==> src/rtl/mpu_load_stream_pkg.sv <==
// Shared types and width helpers for the parametrised MPU matrix load path.
package mpu_load_stream_pkg;

    typedef enum logic [1:0] {
        LOAD_IDLE    = 2'd0,
        LOAD_REQUEST = 2'd1,
        LOAD_MATRIX  = 2'd2,
        LOAD_PAD     = 2'd3
    } load_state_e;

    // Width of a dimension field that must be able to hold 0..maxDim.
    function automatic int dimWidth(input int maxDim);
        return $clog2(maxDim + 1);
    endfunction

    // Width of an index 0..count-1, kept at least one bit wide.
    function automatic int idxWidth(input int count);
        return (count > 1) ? $clog2(count) : 1;
    endfunction

endpackage

==> src/rtl/mpu_rc_counter.sv <==
// Row-major row/column walker with runtime limits; last flags the final position.
module mpu_rc_counter
    import mpu_load_stream_pkg::*;
#(
    parameter int M = 3,
    parameter int N = 3
) (
    input  logic                   clk,
    input  logic                   rst_n,
    input  logic                   i_inc,
    input  logic                   i_clr,
    input  logic [dimWidth(M)-1:0] i_rowLimit,
    input  logic [dimWidth(N)-1:0] i_colLimit,
    output logic [idxWidth(M)-1:0] o_row,
    output logic [idxWidth(N)-1:0] o_col,
    output logic                   o_last
);

    localparam int RLW = dimWidth(M);
    localparam int CLW = dimWidth(N);
    localparam int RW  = idxWidth(M);
    localparam int CW  = idxWidth(N);

    logic [RW-1:0] r_row;
    logic [CW-1:0] r_col;
    logic          w_colWrap;

    assign w_colWrap = (CLW'(r_col) == i_colLimit - CLW'(1));
    assign o_last    = w_colWrap && (RLW'(r_row) == i_rowLimit - RLW'(1));
    assign o_row     = r_row;
    assign o_col     = r_col;

    always_ff @(posedge clk) begin
        if (!rst_n || i_clr) begin
            r_row <= '0;
            r_col <= '0;
        end else if (i_inc) begin
            if (w_colWrap) begin
                r_col <= '0;
                r_row <= r_row + RW'(1);
            end else begin
                r_col <= r_col + CW'(1);
            end
        end
    end

endmodule

==> src/rtl/mpu_load_stream.sv <==
// Matrix load path: validates a load request, streams row-major elements into
// the register-file write port, optionally zero-pads the rest, and can abort.
module mpu_load_stream
    import mpu_load_stream_pkg::*;
#(
    parameter int FP               = 32,
    parameter int M                = 3,
    parameter int N                = 3,
    parameter int MATRIX_REGISTERS = 8
) (
    input  logic                                  clk,
    input  logic                                  rst_n,
    input  logic                                  load_req_in,
    input  logic [dimWidth(M)-1:0]                m_in,
    input  logic [dimWidth(N)-1:0]                n_in,
    input  logic [idxWidth(MATRIX_REGISTERS)-1:0] dest_addr_in,
    input  logic                                  pad_en_in,
    input  logic                                  abort_in,
    output logic                                  load_ready_out,
    input  logic                                  element_valid_in,
    input  logic [FP-1:0]                         element_in,
    output logic                                  element_ready_out,
    output logic                                  reg_wr_en_out,
    output logic [idxWidth(MATRIX_REGISTERS)-1:0] reg_wr_addr_out,
    output logic [idxWidth(M)-1:0]                reg_wr_row_out,
    output logic [idxWidth(N)-1:0]                reg_wr_col_out,
    output logic [FP-1:0]                         reg_wr_data_out,
    output logic                                  done_out,
    output logic                                  error_out
);

    localparam int DW_M = dimWidth(M);
    localparam int DW_N = dimWidth(N);
    localparam int AW   = idxWidth(MATRIX_REGISTERS);
    localparam int RW   = idxWidth(M);
    localparam int CW   = idxWidth(N);

    load_state_e   r_state;
    logic [DW_M-1:0] r_m;
    logic [DW_N-1:0] r_n;
    logic [AW-1:0] r_dest;
    logic          r_padEn;
    logic          r_wrEn;
    logic [AW-1:0] r_wrAddr;
    logic [RW-1:0] r_wrRow;
    logic [CW-1:0] r_wrCol;
    logic [FP-1:0] r_wrData;
    logic          r_done;
    logic          r_error;

    logic [RW-1:0]   w_row;
    logic [CW-1:0]   w_col;
    logic            w_last;
    logic [DW_M-1:0] w_rowLimit;
    logic [DW_N-1:0] w_colLimit;
    logic            w_handshake;
    logic            w_padWrite;
    logic            w_needPad;
    logic            w_dimsOk;
    logic            w_cntInc;
    logic            w_cntClr;

    assign w_dimsOk    = (m_in != '0) && (m_in <= DW_M'(M)) && (n_in != '0) && (n_in <= DW_N'(N));
    assign w_handshake = element_valid_in && (r_state == LOAD_MATRIX);
    assign w_padWrite  = (r_state == LOAD_PAD) && ((DW_M'(w_row) >= r_m) || (DW_N'(w_col) >= r_n));
    assign w_needPad   = r_padEn && ((r_m < DW_M'(M)) || (r_n < DW_N'(N)));

    // One counter serves both phases: captured limits while loading, full size while padding.
    assign w_rowLimit = (r_state == LOAD_PAD) ? DW_M'(M) : r_m;
    assign w_colLimit = (r_state == LOAD_PAD) ? DW_N'(N) : r_n;
    assign w_cntInc   = w_handshake || (r_state == LOAD_PAD);
    assign w_cntClr   = (r_state == LOAD_IDLE) || (r_state == LOAD_REQUEST) || (w_handshake && w_last);

    mpu_rc_counter #(.M(M), .N(N)) u_rcCounter (
        .clk        (clk),
        .rst_n      (rst_n),
        .i_inc      (w_cntInc),
        .i_clr      (w_cntClr),
        .i_rowLimit (w_rowLimit),
        .i_colLimit (w_colLimit),
        .o_row      (w_row),
        .o_col      (w_col),
        .o_last     (w_last)
    );

    // Write strobe, done and error are one-cycle pulses rebuilt every cycle.
    always_ff @(posedge clk) begin
        if (!rst_n) begin
            r_state  <= LOAD_IDLE;
            r_m      <= '0;
            r_n      <= '0;
            r_dest   <= '0;
            r_padEn  <= 1'b0;
            r_wrEn   <= 1'b0;
            r_wrAddr <= '0;
            r_wrRow  <= '0;
            r_wrCol  <= '0;
            r_wrData <= '0;
            r_done   <= 1'b0;
            r_error  <= 1'b0;
        end else begin
            r_wrEn   <= 1'b0;
            r_wrAddr <= '0;
            r_wrRow  <= '0;
            r_wrCol  <= '0;
            r_wrData <= '0;
            r_done   <= 1'b0;
            r_error  <= 1'b0;
            case (r_state)
                LOAD_IDLE: begin
                    if (load_req_in) begin
                        if (w_dimsOk) begin
                            r_m     <= m_in;
                            r_n     <= n_in;
                            r_dest  <= dest_addr_in;
                            r_padEn <= pad_en_in;
                            r_state <= LOAD_REQUEST;
                        end else begin
                            r_error <= 1'b1;
                        end
                    end
                end
                LOAD_REQUEST: begin
                    if (abort_in) begin
                        r_error <= 1'b1;
                        r_state <= LOAD_IDLE;
                    end else begin
                        r_state <= LOAD_MATRIX;
                    end
                end
                LOAD_MATRIX: begin
                    if (abort_in) begin
                        r_error <= 1'b1;
                        r_state <= LOAD_IDLE;
                    end else if (w_handshake) begin
                        r_wrEn   <= 1'b1;
                        r_wrAddr <= r_dest;
                        r_wrRow  <= w_row;
                        r_wrCol  <= w_col;
                        r_wrData <= element_in;
                        if (w_last) begin
                            if (w_needPad) begin
                                r_state <= LOAD_PAD;
                            end else begin
                                r_done  <= 1'b1;
                                r_state <= LOAD_IDLE;
                            end
                        end
                    end
                end
                LOAD_PAD: begin
                    if (abort_in) begin
                        r_error <= 1'b1;
                        r_state <= LOAD_IDLE;
                    end else begin
                        if (w_padWrite) begin
                            r_wrEn   <= 1'b1;
                            r_wrAddr <= r_dest;
                            r_wrRow  <= w_row;
                            r_wrCol  <= w_col;
                        end
                        if (w_last) begin
                            r_done  <= 1'b1;
                            r_state <= LOAD_IDLE;
                        end
                    end
                end
                default: r_state <= LOAD_IDLE;
            endcase
        end
    end

    assign load_ready_out    = (r_state == LOAD_IDLE);
    assign element_ready_out = (r_state == LOAD_MATRIX);
    assign reg_wr_en_out     = r_wrEn;
    assign reg_wr_addr_out   = r_wrAddr;
    assign reg_wr_row_out    = r_wrRow;
    assign reg_wr_col_out    = r_wrCol;
    assign reg_wr_data_out   = r_wrData;
    assign done_out          = r_done;
    assign error_out         = r_error;

endmodule

==> config.mk <==
export PLATFORM = sky130hd
export DESIGN_NAME = mpu_load_stream
export DESIGN_NICKNAME = d
export VERILOG_FILES = /design/src/rtl/mpu_load_stream_pkg.sv /design/src/rtl/mpu_rc_counter.sv /design/src/rtl/mpu_load_stream.sv
export SDC_FILE = /design/constraint.sdc
export NUM_CORES = 1
export LEC_CHECK = 0
export ABC_AREA = 0
export ABC_CLOCK_PERIOD_IN_PS = 3400
export BUFFER_PORTS_ARGS = -buffer_cell sky130_fd_sc_hd__buf_4
export CAP_MARGIN = 20
export CORE_AREA = 8 8 93 95
export CTS_CLUSTER_SIZE = 20
export DETAILED_ROUTE_END_ITERATION = 10
export DIE_AREA = 0 0 101 103
export PLACE_DENSITY = 0.62
export SLEW_MARGIN = 20
export SYNTH_ARGS = -nofsm -noshare
export SYNTH_HDL_FRONTEND = slang
export SYNTH_SLANG_ARGS = --single-unit
==> constraint.sdc <==
create_clock -name clk -period 3.4 [get_ports clk]
set_input_delay 0.17 -clock clk [delete_from_list [all_inputs] [get_ports clk]]
set_output_delay 0.17 -clock clk [all_outputs]
set_load 0.03 [all_outputs]
Word-level counts from Yosys, hierarchy flattened
Index checks and enable logic that the tools add are counted.

Register bits: 56. Memory bits (writable): 0. Latch bits: 0. Memories kept: 0. Memory bits (read-only): 0. Word-level logic and storage cells: 104.

Shift-type cells: 0. Magnitude comparators: 6. Add/subtract/negate cells: 4. Reductions and logical operators: 23. Muxes and demuxes: 44. Multiply operators: 0. Equality and inequality tests: 10. Bitwise operators: 3. Div/mod/pow operators: 0.

Operators by type and width (number): 2-bit 2-to-1 mux (20); 1-bit 2-to-1 mux (13); 3-bit 2-to-1 mux (4); 1-bit logical AND (8); 2-bit one-hot mux with 2 select lines (2); 2-bit one-hot mux with 4 select lines (1); 1-bit logical OR (6); 3-bit by 2-bit != test with 1-bit output, second input constant (2); 1-bit one-hot mux with 2 select lines (3); 3-bit one-hot mux with 2 select lines (1); 5-bit AND reduction (1); 2-bit by 1-bit adder with 2-bit output, second input constant (2); 2-bit equality test (2); 2-bit equality test, second input constant (2); 2-bit >= comparator (2); 2-bit less-or-equal comparator, second input constant (2); 2-bit less-than comparator, second input constant (2); 2-bit nonzero test (2); 4-bit OR reduction (1); 2-bit by 1-bit subtractor with 2-bit output, second input constant (2); 3-bit != test, second input constant (1); 1-bit NOT (3); 3-bit AND reduction (1); 3-bit OR reduction (1); other kinds (6) (6).

Depth between registers and ports, before layout
Depth in word-level cells: 9. Gate-level depth with buffers: 7. Mapped depth without buffers: 7.

By module
From an unflattened synthesis, not the netlist that was laid out.

Cell total of the unflattened synthesis: 211. Area total of the unflattened synthesis: 2187.1 um^2.

Modules (own cells, without submodules): mpu_load_stream (cells an instance 178, instances 1, area an instance 1889.3 um^2); mpu_rc_counter (cells an instance 33, instances 1, area an instance 297.8 um^2).

Least setup slack after synthesis
No wires, ideal clock.

Path type: register to register. From: reg r_state[1]. To: reg r_state[0]. Stages on the path, launching flop included: 7. Arrival time: 1553 ps. Data required time: 3328 ps. Library setup time: 72 ps. Path slack: 1775 ps. Cells stage by stage: dfxtp_1 > buf_4 > nor2_1 > nand2_1 > o31a_1 > o211ai_1 > mux2i_1.

Elaborated cells on any way between the ends: 19. Classes of those cells: add/sub: 2; eq/ne: 10; mux: 3; reduce/logical: 4.

RTL lines: start: declaration (line mpu_load_stream.sv:38) `load_state_e r_state;`; start signal: assignment (line mpu_load_stream.sv:89) `r_state <= LOAD_IDLE;`; start signal: assignment (line mpu_load_stream.sv:117) `r_state <= LOAD_REQUEST;`; start signal: assignment (line mpu_load_stream.sv:126) `r_state <= LOAD_IDLE;`; 2-bit zero test (*); via load_ready_out (line mpu_load_stream.sv:19) `output logic load_ready_out,`; 2-bit by 1-bit != test with 1-bit output (no source line) or 2-bit != test (tied branches); 5-bit AND reduction (no source line).

The timed path passes the listed nets; every way through them passes the cells marked *. A chain may end at the register's enable or synchronous reset.

Final worst setup path
From: reg r_state[1]. To: reg u_rcCounter.r_col[0] (netlist: u_rcCounter.o_col[0]).

Word-level cells in the longest chain between the ends: 8. Elaborated cells on any way between the ends: 18. Classes of those cells: add/sub: 2; eq/ne: 5; mux: 3; reduce/logical: 8.

Ends and longest elaborated chain: 2-bit equality test (line mpu_load_stream.sv:69, mpu_load_stream.sv:70, mpu_load_stream.sv:71); 2-bit 2-to-1 mux (on tied branches) (line mpu_load_stream.sv:70, mpu_load_stream.sv:69); 2-bit by 1-bit subtractor with 2-bit output (on tied branches) (line mpu_rc_counter.sv:28, mpu_rc_counter.sv:29); 2-bit equality test (on tied branches) (line mpu_rc_counter.sv:28, mpu_rc_counter.sv:29); 1-bit logical AND (line mpu_rc_counter.sv:29) `assign o_last = w_colWrap && (RLW'(r_row) == i_rowLimit - RLW'(1));`; 1-bit logical AND (line mpu_load_stream.sv:72) `assign w_cntClr = (r_state == LOAD_IDLE) || (r_state == LOAD_REQUEST) || (w_handshake && w_last);`; 1-bit logical OR (line mpu_load_stream.sv:72); 1-bit logical OR (line mpu_rc_counter.sv:34) `if (!rst_n || i_clr) begin`; end signal: assignment (line mpu_rc_counter.sv:42) `r_col <= r_col + CW'(1);`; end: declaration (line mpu_rc_counter.sv:25) `logic [CW-1:0] r_col;`.

Several ways; a longest one is shown, not always the timed one.

==> impl_metrics.env <==
export IMPL_status="finished clean"
export IMPL_largest_register_ffs=32
export IMPL_rsz0062_at_grt="false"
export IMPL_synth_top_cell_area_share_pct=53.1
export IMPL_post_cts_setup_buffer_count=0
export IMPL_yosys_most_used_dff="dfxtp_1"
export IMPL_ctsHoldBuffers=0
export IMPL_synth_nets=252
export IMPL_leakagePower_nw=1.36
export IMPL_grt_overflow=0
export IMPL_min_period_ns=1.85
export IMPL_peakVddDrop_mv=0.179
export IMPL_grt_max_degree=47
export IMPL_synth_area_leaders="dfxtp_1, and3_1, mux2i_1, nor2b_1, ha_1"
export IMPL_setup_viol=0
export IMPL_grt_pass1_vias=1633
export IMPL_clock_sinks=56
export IMPL_numCtsBuffers=5
export IMPL_routed_wl_um=5560
export IMPL_portBuffers=88
export IMPL_crit_type="register to register"
export IMPL_vias_per_cell=4.49
export IMPL_antenna_cells=0
export IMPL_netlist_instances=203
export IMPL_die_area_um2=10400
export IMPL_num_vias=1741
export IMPL_drtAntennaViolNets=0
export IMPL_ctsHtreeMaxLevel=2
export IMPL_coreArea_um2=7140
export IMPL_fmax_ghz=0.540
export IMPL_synth_edf_count=0
export IMPL_setup_worst_path_start_class="register"
export IMPL_crit_fanout=15
export IMPL_async_flop_share_pct=0
export IMPL_syn_mean_instance_area_um2=10.4
export IMPL_synth_seq_cells=56
export IMPL_tightest_slew_ns=0.549
export IMPL_slew_headroom_pct=63.4
export IMPL_yosysSeqAreaShare_pct=53.1
export IMPL_initial_core_util_pct=29.6
export IMPL_wl_per_cell_um=14.3
export IMPL_hold_path_class="input port to register"
export IMPL_ctsResizeCount=0
export IMPL_dpl_hpwl_um=4210
export IMPL_pre_cts_slack_ns=1.57
export IMPL_synthToLayoutAreaGrowth_pct=39.3
export IMPL_gp_congestion=0.847
export IMPL_hold_ws_ns=0.0894
export IMPL_antenna_found_initial=0
export IMPL_arrival_ns=2.08
export IMPL_fill_cells=746
export IMPL_finalClockSkew_ns=0.00909
export IMPL_cts_tree="built"
export IMPL_worstRegToRegCells=5
export IMPL_path_clk_slew_ns=0.10
export IMPL_end_kind="register"
export IMPL_r2r_slack_ns=1.55
export IMPL_timing_final_hold_violations=0
export IMPL_die_y_um=103
export IMPL_power_density_nw_per_um2=489
export IMPL_yosysWarnings=0
export IMPL_grt_first_pass_wirelength_um=8320
export IMPL_cap_viol_max_count=0
export IMPL_cts_root_buffer="clkbuf_8"
export IMPL_slew_violations=0
export IMPL_max_clock_path_buffers=2
export IMPL_num_io_pins=89
export IMPL_required_ns=3.63
export IMPL_dp_cells=381
export IMPL_placed_cell_area_um2=2860
export IMPL_hold_depth=2
export IMPL_synth_area_um2=2110
export IMPL_drive_above_1_share_pct=36.3
export IMPL_final_area_um2=2940
export IMPL_row_count=31
export IMPL_num_nets_final=338
export IMPL_layout_cells_non_filler=388
export IMPL_min_period_over_period_pct=54.5
export IMPL_drc=0
export IMPL_tns_ns=0
export IMPL_fp_dieW_um=101
export IMPL_ys_types=43
export IMPL_dr_pass1_iters=4
export IMPL_synth_top_area_cell="dfxtp_1"
export IMPL_worstSkewPairLatency_ns=0.30
export IMPL_first_iter_violations=171
export IMPL_setup_slack_ns=1.55
export IMPL_gr_usage_all_layers_pct=10.1
routing by layer:
| metal | part of all wire, % | up-vias | track usage [%] | wire [um] |
|---|---|---|---|---|
| li1 | - | 880 | - | - |
| met1 | 40 | 791 | 12.1 | 2230 |
| met4 | 1.0 | 0 | 3.89 | 57 |
| met2 | 50 | 65 | 16.6 | 2810 |
| met3 | 8.4 | 5 | 3.24 | 468 |
| met5 | 0 | - | 0 | 0 |
critical path, stage by stage, from the launching register on:
cell	delay [ns]
dfxtp_1	0.68
nand2_1	0.25
a32oi_2	0.27
nand2_1	0.10
or3_1	0.36
a21oi_1	0.12
where the power goes:
part	total (mW)	internal (mW)	leakage [nW]	switching, mW
Sequential	0.750	0.690	0.453	0.0596
Combinational	0.342	0.157	0.867	0.186
Clock	0.343	0.140	0.0400	0.203
final timing paths:
check                                       endpoint           start
worst max-delay path            u_rcCounter.o_col[0]      r_state[1]
worst min register to register    reg_wr_addr_out[2]       r_dest[2]
worst max register to register  u_rcCounter.o_col[0]      r_state[1]
worst min-delay path             reg_wr_data_out[16]  element_in[16]
cells in the mapped netlist, types with 2 or more instances:
library cell / instances
dfxtp_1: 56
and3_1: 32
nor2b_1: 10
mux2i_1: 9
nand2_1: 9
clkbuf_1: 8
o21ai_0: 8
and2_1: 7
inv_1: 7
a21oi_1: 6
nand2b_1: 5
nor2_1: 5
ha_1: 4
or3_1: 3
a21oi_2: 2
buf_4: 2
o21ai_1: 2
o22ai_1: 2
o31a_1: 2
through the flow:
step / utilization [%] / power (mW)
CTS: 41.2 / 1.45
finish: 41.2 / 1.44
global route: 41.2 / 1.51
detailed placement: 40.0 / 1.11
global placement: 40.0 / 1.10
floorplan: - / 0.992
cell usage in the layout (no fill, tap or decap), types with 2 or more instances in the layout:
cell,count
o21ai_1,2
a21oi_1,6
or3_1,3
mux2i_1,9
o22ai_1,2
nor2b_1,10
clkbuf_8,5
and2_1,7
a21oi_2,2
ha_1,4
o21ai_0,8
inv_1,7
nor2_1,5
o31a_1,2
dfxtp_1,56
and3_1,32
buf_4,89
nand2b_1,5
nand2_1,9
area by class of cell:
cell class,count,area (um2),share of cell area (%)
clock buffers,5,68.8,2.34
repair buffers,89,668,22.7
multi-input cells,129,913,31.1
inverters,8,30.0,1.02
clock inverters,2,12.5,0.426
well taps,99,124,4.22
flip-flops and latches,56,1120,38.2
cells by family after synthesis:
logic type	count (synthesis)	share of synthesized area [%]
compound gates	35	12.8
xor+xnor	1	0.415
fa+ha+maj	4	2.37
buf+inv	18	3.56
flops	56	53.1
mux	9	4.27
simple gates	80	23.4
Power figures use the tool's default switching activity.
